## src/rtl/cmd_ctrl.sv

```systemverilog
// cmd_ctrl -- byte-stream command decoder driving a register file, an ALU
// and a TX FIFO.
//
// Ports
//   CLK, RST                   clock, synchronous active-high reset
//   RX_P_DATA, RX_D_VLD        incoming command/operand bytes
//   RF_ADDR, RF_WR_EN, RF_RD_EN, RF_WR_DATA, RF_RD_DATA, RF_RD_VLD
//                              register-file access
//   ALU_FUNC, ALU_EN, ALU_CLK_EN, ALU_OUT, ALU_OUT_VLD
//                              ALU control and result
//   FIFO_WR_DATA, FIFO_WR_INC, FIFO_FULL
//                              TX FIFO write port
//   BUSY                       FSM not idle
//   CMD_ERR                    one-cycle error pulse
//
// state    | meaning
// IDLE     | waiting for an opcode byte
// GET_ADDR | waiting for the address byte (AA/BB/EE)
// GET_DATA | waiting for the write-data byte (AA)
// GET_A    | waiting for operand A, written to RF address 0
// GET_B    | waiting for operand B, written to RF address 1
// GET_FN   | waiting for the ALU function byte
// RF_RD    | RF_RD_EN high for single read
// RF_WAIT  | waiting for RF_RD_VLD of single read
// ALU_RUN  | ALU_EN high, ALU clock enabled
// ALU_WAIT | ALU clock enabled, waiting for ALU_OUT_VLD
// TX_LO    | pushing low result word to FIFO
// TX_HI    | pushing high result word to FIFO
// GET_CNT  | waiting for the burst count byte
// BR_RD    | RF_RD_EN high for one burst word
// BR_WAIT  | waiting for RF_RD_VLD of burst word
// BR_TX    | pushing burst word to FIFO, then next address
module cmd_ctrl #(
   parameter int DATA_WIDTH     = 8,
   parameter int ADDR_WIDTH     = 4,
   parameter int ALU_FUNC_WIDTH = 4
) (
   input  logic                      CLK,
   input  logic                      RST,
   input  logic [DATA_WIDTH-1:0]     RX_P_DATA,
   input  logic                      RX_D_VLD,
   output logic [ADDR_WIDTH-1:0]     RF_ADDR,
   output logic                      RF_WR_EN,
   output logic                      RF_RD_EN,
   output logic [DATA_WIDTH-1:0]     RF_WR_DATA,
   input  logic [DATA_WIDTH-1:0]     RF_RD_DATA,
   input  logic                      RF_RD_VLD,
   output logic [ALU_FUNC_WIDTH-1:0] ALU_FUNC,
   output logic                      ALU_EN,
   output logic                      ALU_CLK_EN,
   input  logic [2*DATA_WIDTH-1:0]   ALU_OUT,
   input  logic                      ALU_OUT_VLD,
   output logic [DATA_WIDTH-1:0]     FIFO_WR_DATA,
   output logic                      FIFO_WR_INC,
   input  logic                      FIFO_FULL,
   output logic                      BUSY,
   output logic                      CMD_ERR
);

   typedef enum logic [3:0] {
      IDLE, GET_ADDR, GET_DATA, GET_A, GET_B, GET_FN, RF_RD, RF_WAIT,
      ALU_RUN, ALU_WAIT, TX_LO, TX_HI, GET_CNT, BR_RD, BR_WAIT, BR_TX
   } state_t;

   localparam logic [7:0] OP_RF_WR  = 8'hAA;
   localparam logic [7:0] OP_RF_RD  = 8'hBB;
   localparam logic [7:0] OP_ALU_OP = 8'hCC;
   localparam logic [7:0] OP_ALU_NO = 8'hDD;
   localparam logic [7:0] OP_BURST  = 8'hEE;

   state_t                      state, state_nx;
   logic [7:0]                  op_q, op_nx;
   logic [2*DATA_WIDTH-1:0]     result_q, result_nx;
   logic [DATA_WIDTH-1:0]       count_q, count_nx;
   logic [ADDR_WIDTH-1:0]       addr_nx;
   logic [DATA_WIDTH-1:0]       wr_data_nx, fifo_data_nx;
   logic [ALU_FUNC_WIDTH-1:0]   func_nx;
   logic                        wr_en_nx, rd_en_nx, alu_en_nx, clk_en_nx;
   logic                        fifo_inc_nx, err_nx;
   logic                        rx_state, tx_ok;

   // Opcodes occupy the low byte; any set upper bit makes the byte unknown.
   function automatic logic is_op(input logic [DATA_WIDTH-1:0] b, input logic [7:0] op);
      return b == DATA_WIDTH'(op);
   endfunction

   // A write is only issued when no pulse is already in flight, so FIFO_FULL
   // has had a cycle to reflect the previous word before the next decision.
   assign tx_ok    = !FIFO_FULL && !FIFO_WR_INC;
   assign rx_state = state inside {IDLE, GET_ADDR, GET_DATA, GET_A, GET_B, GET_FN, GET_CNT};
   assign BUSY     = (state != IDLE);

   always_comb begin
      state_nx     = state;
      op_nx        = op_q;
      result_nx    = result_q;
      count_nx     = count_q;
      addr_nx      = RF_ADDR;
      wr_data_nx   = RF_WR_DATA;
      fifo_data_nx = FIFO_WR_DATA;
      func_nx      = ALU_FUNC;
      wr_en_nx     = 1'b0;
      fifo_inc_nx  = 1'b0;
      err_nx       = 1'b0;

      case (state)
         IDLE: if (RX_D_VLD) begin
            op_nx = RX_P_DATA[7:0];
            if (is_op(RX_P_DATA, OP_RF_WR) || is_op(RX_P_DATA, OP_RF_RD) ||
                is_op(RX_P_DATA, OP_BURST))
               state_nx = GET_ADDR;
            else if (is_op(RX_P_DATA, OP_ALU_OP))
               state_nx = GET_A;
            else if (is_op(RX_P_DATA, OP_ALU_NO))
               state_nx = GET_FN;
            else
               err_nx = 1'b1;
         end
         GET_ADDR: if (RX_D_VLD) begin
            addr_nx = RX_P_DATA[ADDR_WIDTH-1:0];
            if (op_q == OP_RF_WR)      state_nx = GET_DATA;
            else if (op_q == OP_RF_RD) state_nx = RF_RD;
            else                       state_nx = GET_CNT;
         end
         GET_DATA: if (RX_D_VLD) begin
            wr_data_nx = RX_P_DATA;
            wr_en_nx   = 1'b1;
            state_nx   = IDLE;
         end
         GET_A: if (RX_D_VLD) begin
            addr_nx    = '0;
            wr_data_nx = RX_P_DATA;
            wr_en_nx   = 1'b1;
            state_nx   = GET_B;
         end
         GET_B: if (RX_D_VLD) begin
            addr_nx    = ADDR_WIDTH'(1);
            wr_data_nx = RX_P_DATA;
            wr_en_nx   = 1'b1;
            state_nx   = GET_FN;
         end
         GET_FN: if (RX_D_VLD) begin
            func_nx  = RX_P_DATA[ALU_FUNC_WIDTH-1:0];
            state_nx = ALU_RUN;
         end
         GET_CNT: if (RX_D_VLD) begin
            if (RX_P_DATA == '0) begin
               err_nx   = 1'b1;
               state_nx = IDLE;
            end else begin
               count_nx = RX_P_DATA;
               state_nx = BR_RD;
            end
         end
         RF_RD:   state_nx = RF_WAIT;
         RF_WAIT: if (RF_RD_VLD) begin
            result_nx = {{DATA_WIDTH{1'b0}}, RF_RD_DATA};
            state_nx  = TX_LO;
         end
         ALU_RUN:  state_nx = ALU_WAIT;
         ALU_WAIT: if (ALU_OUT_VLD) begin
            result_nx = ALU_OUT;
            state_nx  = TX_LO;
         end
         TX_LO: if (tx_ok) begin
            fifo_data_nx = result_q[DATA_WIDTH-1:0];
            fifo_inc_nx  = 1'b1;
            state_nx     = (op_q == OP_RF_RD) ? IDLE : TX_HI;
         end
         TX_HI: if (tx_ok) begin
            fifo_data_nx = result_q[2*DATA_WIDTH-1:DATA_WIDTH];
            fifo_inc_nx  = 1'b1;
            state_nx     = IDLE;
         end
         BR_RD:   state_nx = BR_WAIT;
         BR_WAIT: if (RF_RD_VLD) begin
            result_nx = {{DATA_WIDTH{1'b0}}, RF_RD_DATA};
            state_nx  = BR_TX;
         end
         BR_TX: if (tx_ok) begin
            fifo_data_nx = result_q[DATA_WIDTH-1:0];
            fifo_inc_nx  = 1'b1;
            addr_nx      = RF_ADDR + ADDR_WIDTH'(1);
            count_nx     = count_q - DATA_WIDTH'(1);
            state_nx     = (count_q == DATA_WIDTH'(1)) ? IDLE : BR_RD;
         end
         default: state_nx = IDLE;
      endcase

      if (RX_D_VLD && !rx_state)
         err_nx = 1'b1;

      // Strobes tied to a state are registered from the next state so they
      // are high exactly while the FSM sits in that state.
      rd_en_nx  = (state_nx == RF_RD) || (state_nx == BR_RD);
      alu_en_nx = (state_nx == ALU_RUN);
      clk_en_nx = (state_nx == ALU_RUN) || (state_nx == ALU_WAIT);
   end

   always_ff @(posedge CLK) begin
      if (RST) begin
         state        <= IDLE;
         op_q         <= '0;
         result_q     <= '0;
         count_q      <= '0;
         RF_ADDR      <= '0;
         RF_WR_DATA   <= '0;
         RF_WR_EN     <= 1'b0;
         RF_RD_EN     <= 1'b0;
         ALU_FUNC     <= '0;
         ALU_EN       <= 1'b0;
         ALU_CLK_EN   <= 1'b0;
         FIFO_WR_DATA <= '0;
         FIFO_WR_INC  <= 1'b0;
         CMD_ERR      <= 1'b0;
      end else begin
         state        <= state_nx;
         op_q         <= op_nx;
         result_q     <= result_nx;
         count_q      <= count_nx;
         RF_ADDR      <= addr_nx;
         RF_WR_DATA   <= wr_data_nx;
         RF_WR_EN     <= wr_en_nx;
         RF_RD_EN     <= rd_en_nx;
         ALU_FUNC     <= func_nx;
         ALU_EN       <= alu_en_nx;
         ALU_CLK_EN   <= clk_en_nx;
         FIFO_WR_DATA <= fifo_data_nx;
         FIFO_WR_INC  <= fifo_inc_nx;
         CMD_ERR      <= err_nx;
      end
   end

endmodule
```

## config.mk

```make
export PLATFORM = sky130hd
export DESIGN_NAME = cmd_ctrl
export DESIGN_NICKNAME = d
export VERILOG_FILES = /design/src/rtl/cmd_ctrl.sv
export SDC_FILE = /design/constraint.sdc
export NUM_CORES = 1
export LEC_CHECK = 0
export CORE_UTILIZATION = 30
export CTS_BUF_LIST = sky130_fd_sc_hd__clkbuf_8
export DETAILED_ROUTE_END_ITERATION = 8
export DONT_BUFFER_PORTS = 1
export PLACE_DENSITY = 0.49
export SLEW_MARGIN = 20
export SYNTH_ARGS = -nofsm -noshare
export SYNTH_HDL_FRONTEND = slang
export SYNTH_SLANG_ARGS = --single-unit
```

## constraint.sdc

```tcl
create_clock -name CLK -period 1.86 [get_ports CLK]
set_input_delay 0.186 -clock CLK [delete_from_list [all_inputs] [get_ports CLK]]
set_output_delay 0.186 -clock CLK [all_outputs]
set_load 0.005 [all_outputs]
```

Word level (Yosys, flattened, before mapping). Cells that the tools add are included.

Output and inout bits: 31. Flip-flop bits (word level): 66. Latch bits: 0. Bits in writable memories: 0. ROM bits: 0. Input port bits: 38. Memories: 0.

Eq/ne operators: 37. Reductions and logical operators: 30. Multiplexer cells: 47. Bitwise gates (word level): 2. Order comparisons: 0. Div/mod/pow operators: 0. $mul: 0. Add/sub/neg operators: 2. Shift operators: 0.

Operator list (number): $mux 4 (25); $pmux 4 s16 (1); $eq 8x8->1 const B (7); $eq 4x4->1 const B (11); $mux 8 (5); $mux 16 (2); $pmux 16 s2 (1); $pmux 8 s2 (2); $eq 4x3->1 const B (5); $ne 2x2->1 const B (8); $pmux 4 s4 (1); $mux 1 (9); $eq 4x2->1 const B (2); $eq 8x1->1 const B (1); $logic_not 8->1 (1); $reduce_bool 4->1 (2); $reduce_or 2->1 (4); $sub 8x1->8 const B (1); $reduce_bool 7->1 (1); $reduce_and 2->1 (3); $reduce_and 3->1 (2); $reduce_bool 2->1 (3); $reduce_or 3->1 (2); $reduce_and 5->1 (1); 10 further kinds (18).

Depth between registers and ports, before layout.
Word-level depth: 8. Mapped depth: 9. Depth with buffers taken out: 7.

Least setup slack after synthesis. Ideal clock, no wire load.

Path type: reg2reg. From: register state[0]. To: register RF_ADDR[2]. Arrival: 1.702 ns. Stages on the path, launching flop included: 9. Required time: 1.732 ns. Library setup time: 0.128 ns. Buffers on the path: 2. Slack: 0.031 ns. Cell sequence: dfxtp_1 -> buf_2 -> buf_2 -> and2b_1 -> a21oi_1 -> o31ai_2 -> o21ai_0 -> a22oi_1 -> nor2_1.

Longest elaborated chain between the ends: 3.

Ends and longest elaborated chain: start, declared (RTL line 71) `state_t state, state_nx;`; start signal, assigned (RTL line 217) `state <= state_nx;`; $eq 4x1->1, or another cell as far along (RTL line 106) `case (state)`; $reduce_bool 4->1 (no line) or $ne 2x2->1 (tied branches); $reduce_and 5->1 (no line); end signal, assigned (RTL line 221) `RF_ADDR <= addr_nx;`; end, declared (RTL line 42) `output logic [ADDR_WIDTH-1:0] RF_ADDR,`.

Parallel ways exist; a longest one is shown, timed or not. A chain may end at the register's enable or synchronous reset.

Final worst setup path.
From: register state[1]. To: register RF_RD_EN.

Longest elaborated chain between the ends: 7.

Ends and longest elaborated chain: $mux 4 (RTL line 114) `else if (is_op(RX_P_DATA, OP_ALU_NO))`; $mux 4 (RTL line 112) `else if (is_op(RX_P_DATA, OP_ALU_OP))`; $mux 4 (RTL line 109) `if (is_op(RX_P_DATA, OP_RF_WR) || is_op(RX_P_DATA, OP_RF_RD) ||`; $mux 4 (RTL line 107) `IDLE: if (RX_D_VLD) begin`; $pmux 4 s16 * (RTL line 106); $eq 4x3->1 or $eq 4x4->1 (tied branches) (RTL line 195) `rd_en_nx = (state_nx == RF_RD) || (state_nx == BR_RD);`; $logic_or 1x1->1 * (RTL line 195); end signal, assigned (RTL line 224) `RF_RD_EN <= rd_en_nx;`; end, declared (RTL line 44) `output logic RF_RD_EN,`.

Mark *: on every way between the ends. The rest lies on a longest branch, timed or not.

==> impl_metrics.json <==
{
  "outcome": "finished with violations",
  "violations": "negative setup slack",
  "syn_area_um2": 3480,
  "crit_path_start_kind": "flip-flop",
  "rsz0062_at_grt": "yes",
  "portBuffers": 0,
  "leakage_uw": 0.00186,
  "final_util_pct": 42.7,
  "via_per_inst": 5.21,
  "chipWidth_um": 110,
  "cp.arrival_ns": 2.22,
  "yosysWarningCount": 0,
  "synth.area.top_cells": "dfxtp_1 (38%), mux2i_1 (12%), nor2_1 (7.6%), a211oi_1 (4.5%), a22oi_1 (3.0%)",
  "clk_pin_slew_ns": 0.07,
  "fmax_mhz": 520,
  "synth.most_common_cell": "nor2_1",
  "reg2reg_from": "state[1]$_SDFF_PP0_",
  "synth_edf_count": 0,
  "power_density_nw_per_um2": 1090,
  "final.setup.worst_slack_ns": -0.0617,
  "place_inst": 581,
  "vias": 3239,
  "grt_start_max_net_pins": 62,
  "tns_ns": -0.0922,
  "cp-end-kind": "flip-flop",
  "seq_area_frac_synth_pct": 38.0,
  "fp.dieH_um": 110,
  "clock-sinks": 66,
  "wirelength_mm": 10.7,
  "hp-start": "ALU_OUT[6]",
  "critPathKind": "reg2reg",
  "globalplace.congestion": 0.868,
  "startpoint": "state[1]$_SDFF_PP0_",
  "avgSynthCellArea_um2": 8.59,
  "ys.flop_type": "dfxtp_1",
  "max-clock-path-buffers": 2,
  "finalHoldViolations": 0,
  "tightest_slew_ns": 0.575,
  "cts_tree": "done",
  "ys_async_sr_fraction_pct": 0,
  "drtIter0Drc": 162,
  "maxSlewHeadroom_pct": 61.5,
  "clkLatencyLatePin_ns": 0.37,
  "ant_nets": 0,
  "p_total_uw": 5180,
  "irDropWorstVdd_mv": 0.406,
  "syn2layout_area_growth_pct": 36.1,
  "cp_max_fo": 11,
  "layout-drive-gt1-share_pct": 28.4,
  "skew_ns": 0.0109,
  "antenna_cells": 0,
  "post_drt_wl_per_cell_um": 17.2,
  "layout.cells.non_filler": 622,
  "drcViolationCount": 0,
  "design.die.area_um2": 12000,
  "synth.largest_area_cell": "dfxtp_1",
  "grt_pass1_vias": 3133,
  "track_usage_pct": 18.9,
  "dp_hpwl_mm": 7.14,
  "cts_buffers": 9,
  "first_pass_iters": 4,
  "finalCriticalPeriod_ns": 1.92,
  "synth_top_area_share_pct": 38.0,
  "syn-num-nets": 446,
  "cts_root_buf": "clkbuf_8",
  "antenna_found_initial": 0,
  "synth_cells": 405,
  "synthTopCellsByCount": "nor2_1 (70), dfxtp_1 (66), mux2i_1 (41)",
  "finalSetupViolations": 2,
  "fin_crit_sh_pct": 103,
  "crit_required_ns": 2.16,
  "yosysUniqueCellTypes": 67,
  "top_level_ports": 69,
  "overflow": 0,
  "num_rows": 38,
  "report.final.slew_viol_count": 0,
  "post-place-ws_ns": -0.241,
  "hp-class": "in2reg",
  "nets": 518,
  "yosys_register_bits": 66,
  "cts_htree_levels": 3,
  "drv_cap": 0,
  "grt_first_pass_wirelength_mm": 16.8,
  "coreArea_um2": 11100,
  "start_util_pct": 31.4
}
[layout by cell type, fill, tap and decap left out, drive strengths merged, types with 2 or more instances in the layout]
cell and instances:
o31ai 3, nand2b 4, ha 3, mux2i 41, nand4 7, a211oi 21
o21bai 2, inv 9, nor3 14, a21o 2, or4 3, nor2b 6
mux2 2, a31oi 6, nor2 71, buf 73, clkbuf 10, nor4 5
nand3 9, a21oi 14, bufinv 3, dfxtp 66, a22oi 14, a41oi 2
dlygate4sd3 16, o21ai 15, clkinv 3, o221ai 2, or2 3, xnor2 3
and2 3, nand2 19, and2b 2, o22ai 4
[routing by layer]
layer | track usage (%) | wire length [µm]
met1 | 25.7 | 5140
met2 | 28.3 | 4700
met3 | 5.51 | 656
met4 | 6.95 | 178
met5 | 0 | 0
[kinds of logic (layout without fill, tap and decap cells)]
family | Yosys count | in the layout | share of synthesized area, %
AND/OR/NAND/NOR | 154 | 154 | 22.7
AO/OA/AOI/OAI | 98 | 98 | 19.5
flip-flops | 66 | 66 | 38.0
multiplexers | 43 | 43 | 12.4
buffers and inverters | 37 | 114 | 5.32
XOR/XNOR | 4 | 4 | 1.01
adder cells (fa/ha/maj) | 3 | 3 | 1.08
[layout make-up]
type | count | area (µm²)
inverters | 8 | 30.0
flip-flops and latches | 66 | 1340
repair buffers | 90 | 856
well taps | 140 | 175
fillers | 1125 | 6340
clock inverters | 7 | 109
multi-input cells | 302 | 2100
clock buffers | 9 | 124
[state kept, by name, indices dropped and copies added, names as in the netlist, 4 cells and up]
| register | count |
|---|---|
| count_q | 8 |
| RF_ADDR | 4 |
| op_q | 8 |
| RF_WR_DATA | 8 |
| ALU_FUNC | 4 |
| FIFO_WR_DATA | 8 |
| state | 4 |
| result_q | 16 |
[repair_timing]
item	in CTS	in global routing
pin swaps	0	17
resized for setup	11	38
endpoints found under the setup margin	37	38
hold endpoints to repair	61	0
hold buffers	17	0
cloned	0	1
setup buffers	0	7
[path summary, 6_finish.rpt]
check	end	slack [ns]	cells after the start
worst max-delay path	RF_RD_EN$_SDFF_PP0_	-0.06	6
worst min-delay path	result_q[6]$_SDFFE_PP0P_	0.05	2
worst max register to register	RF_RD_EN$_SDFF_PP0_	-0.06	6
worst min register to register	op_q[2]$_SDFFE_PP0P_	0.49	2
[critical path: stages, from the launching register on]
cell	delay, ns
dfxtp_4	0.38
buf_4	0.17
and2_1	0.17
a221oi_2	0.31
nand4_1	0.16
or4_1	0.53
a21boi_1	0.14
[where the power goes]
part	switching (µW)	internal, µW
Clock	563	878
Sequential	164	1560
Combinational	955	1060
[metrics by stage]
stage | hold WS [ns] | area, µm²
floorplan | 0.330 | 3480
global placement | 0.266 | 4080
detailed placement | 0.267 | 4080
CTS | 0.0323 | 4550
global route | 0.0438 | 4730
finish | 0.0454 | 4730
Power figures use the tool's default switching activity.
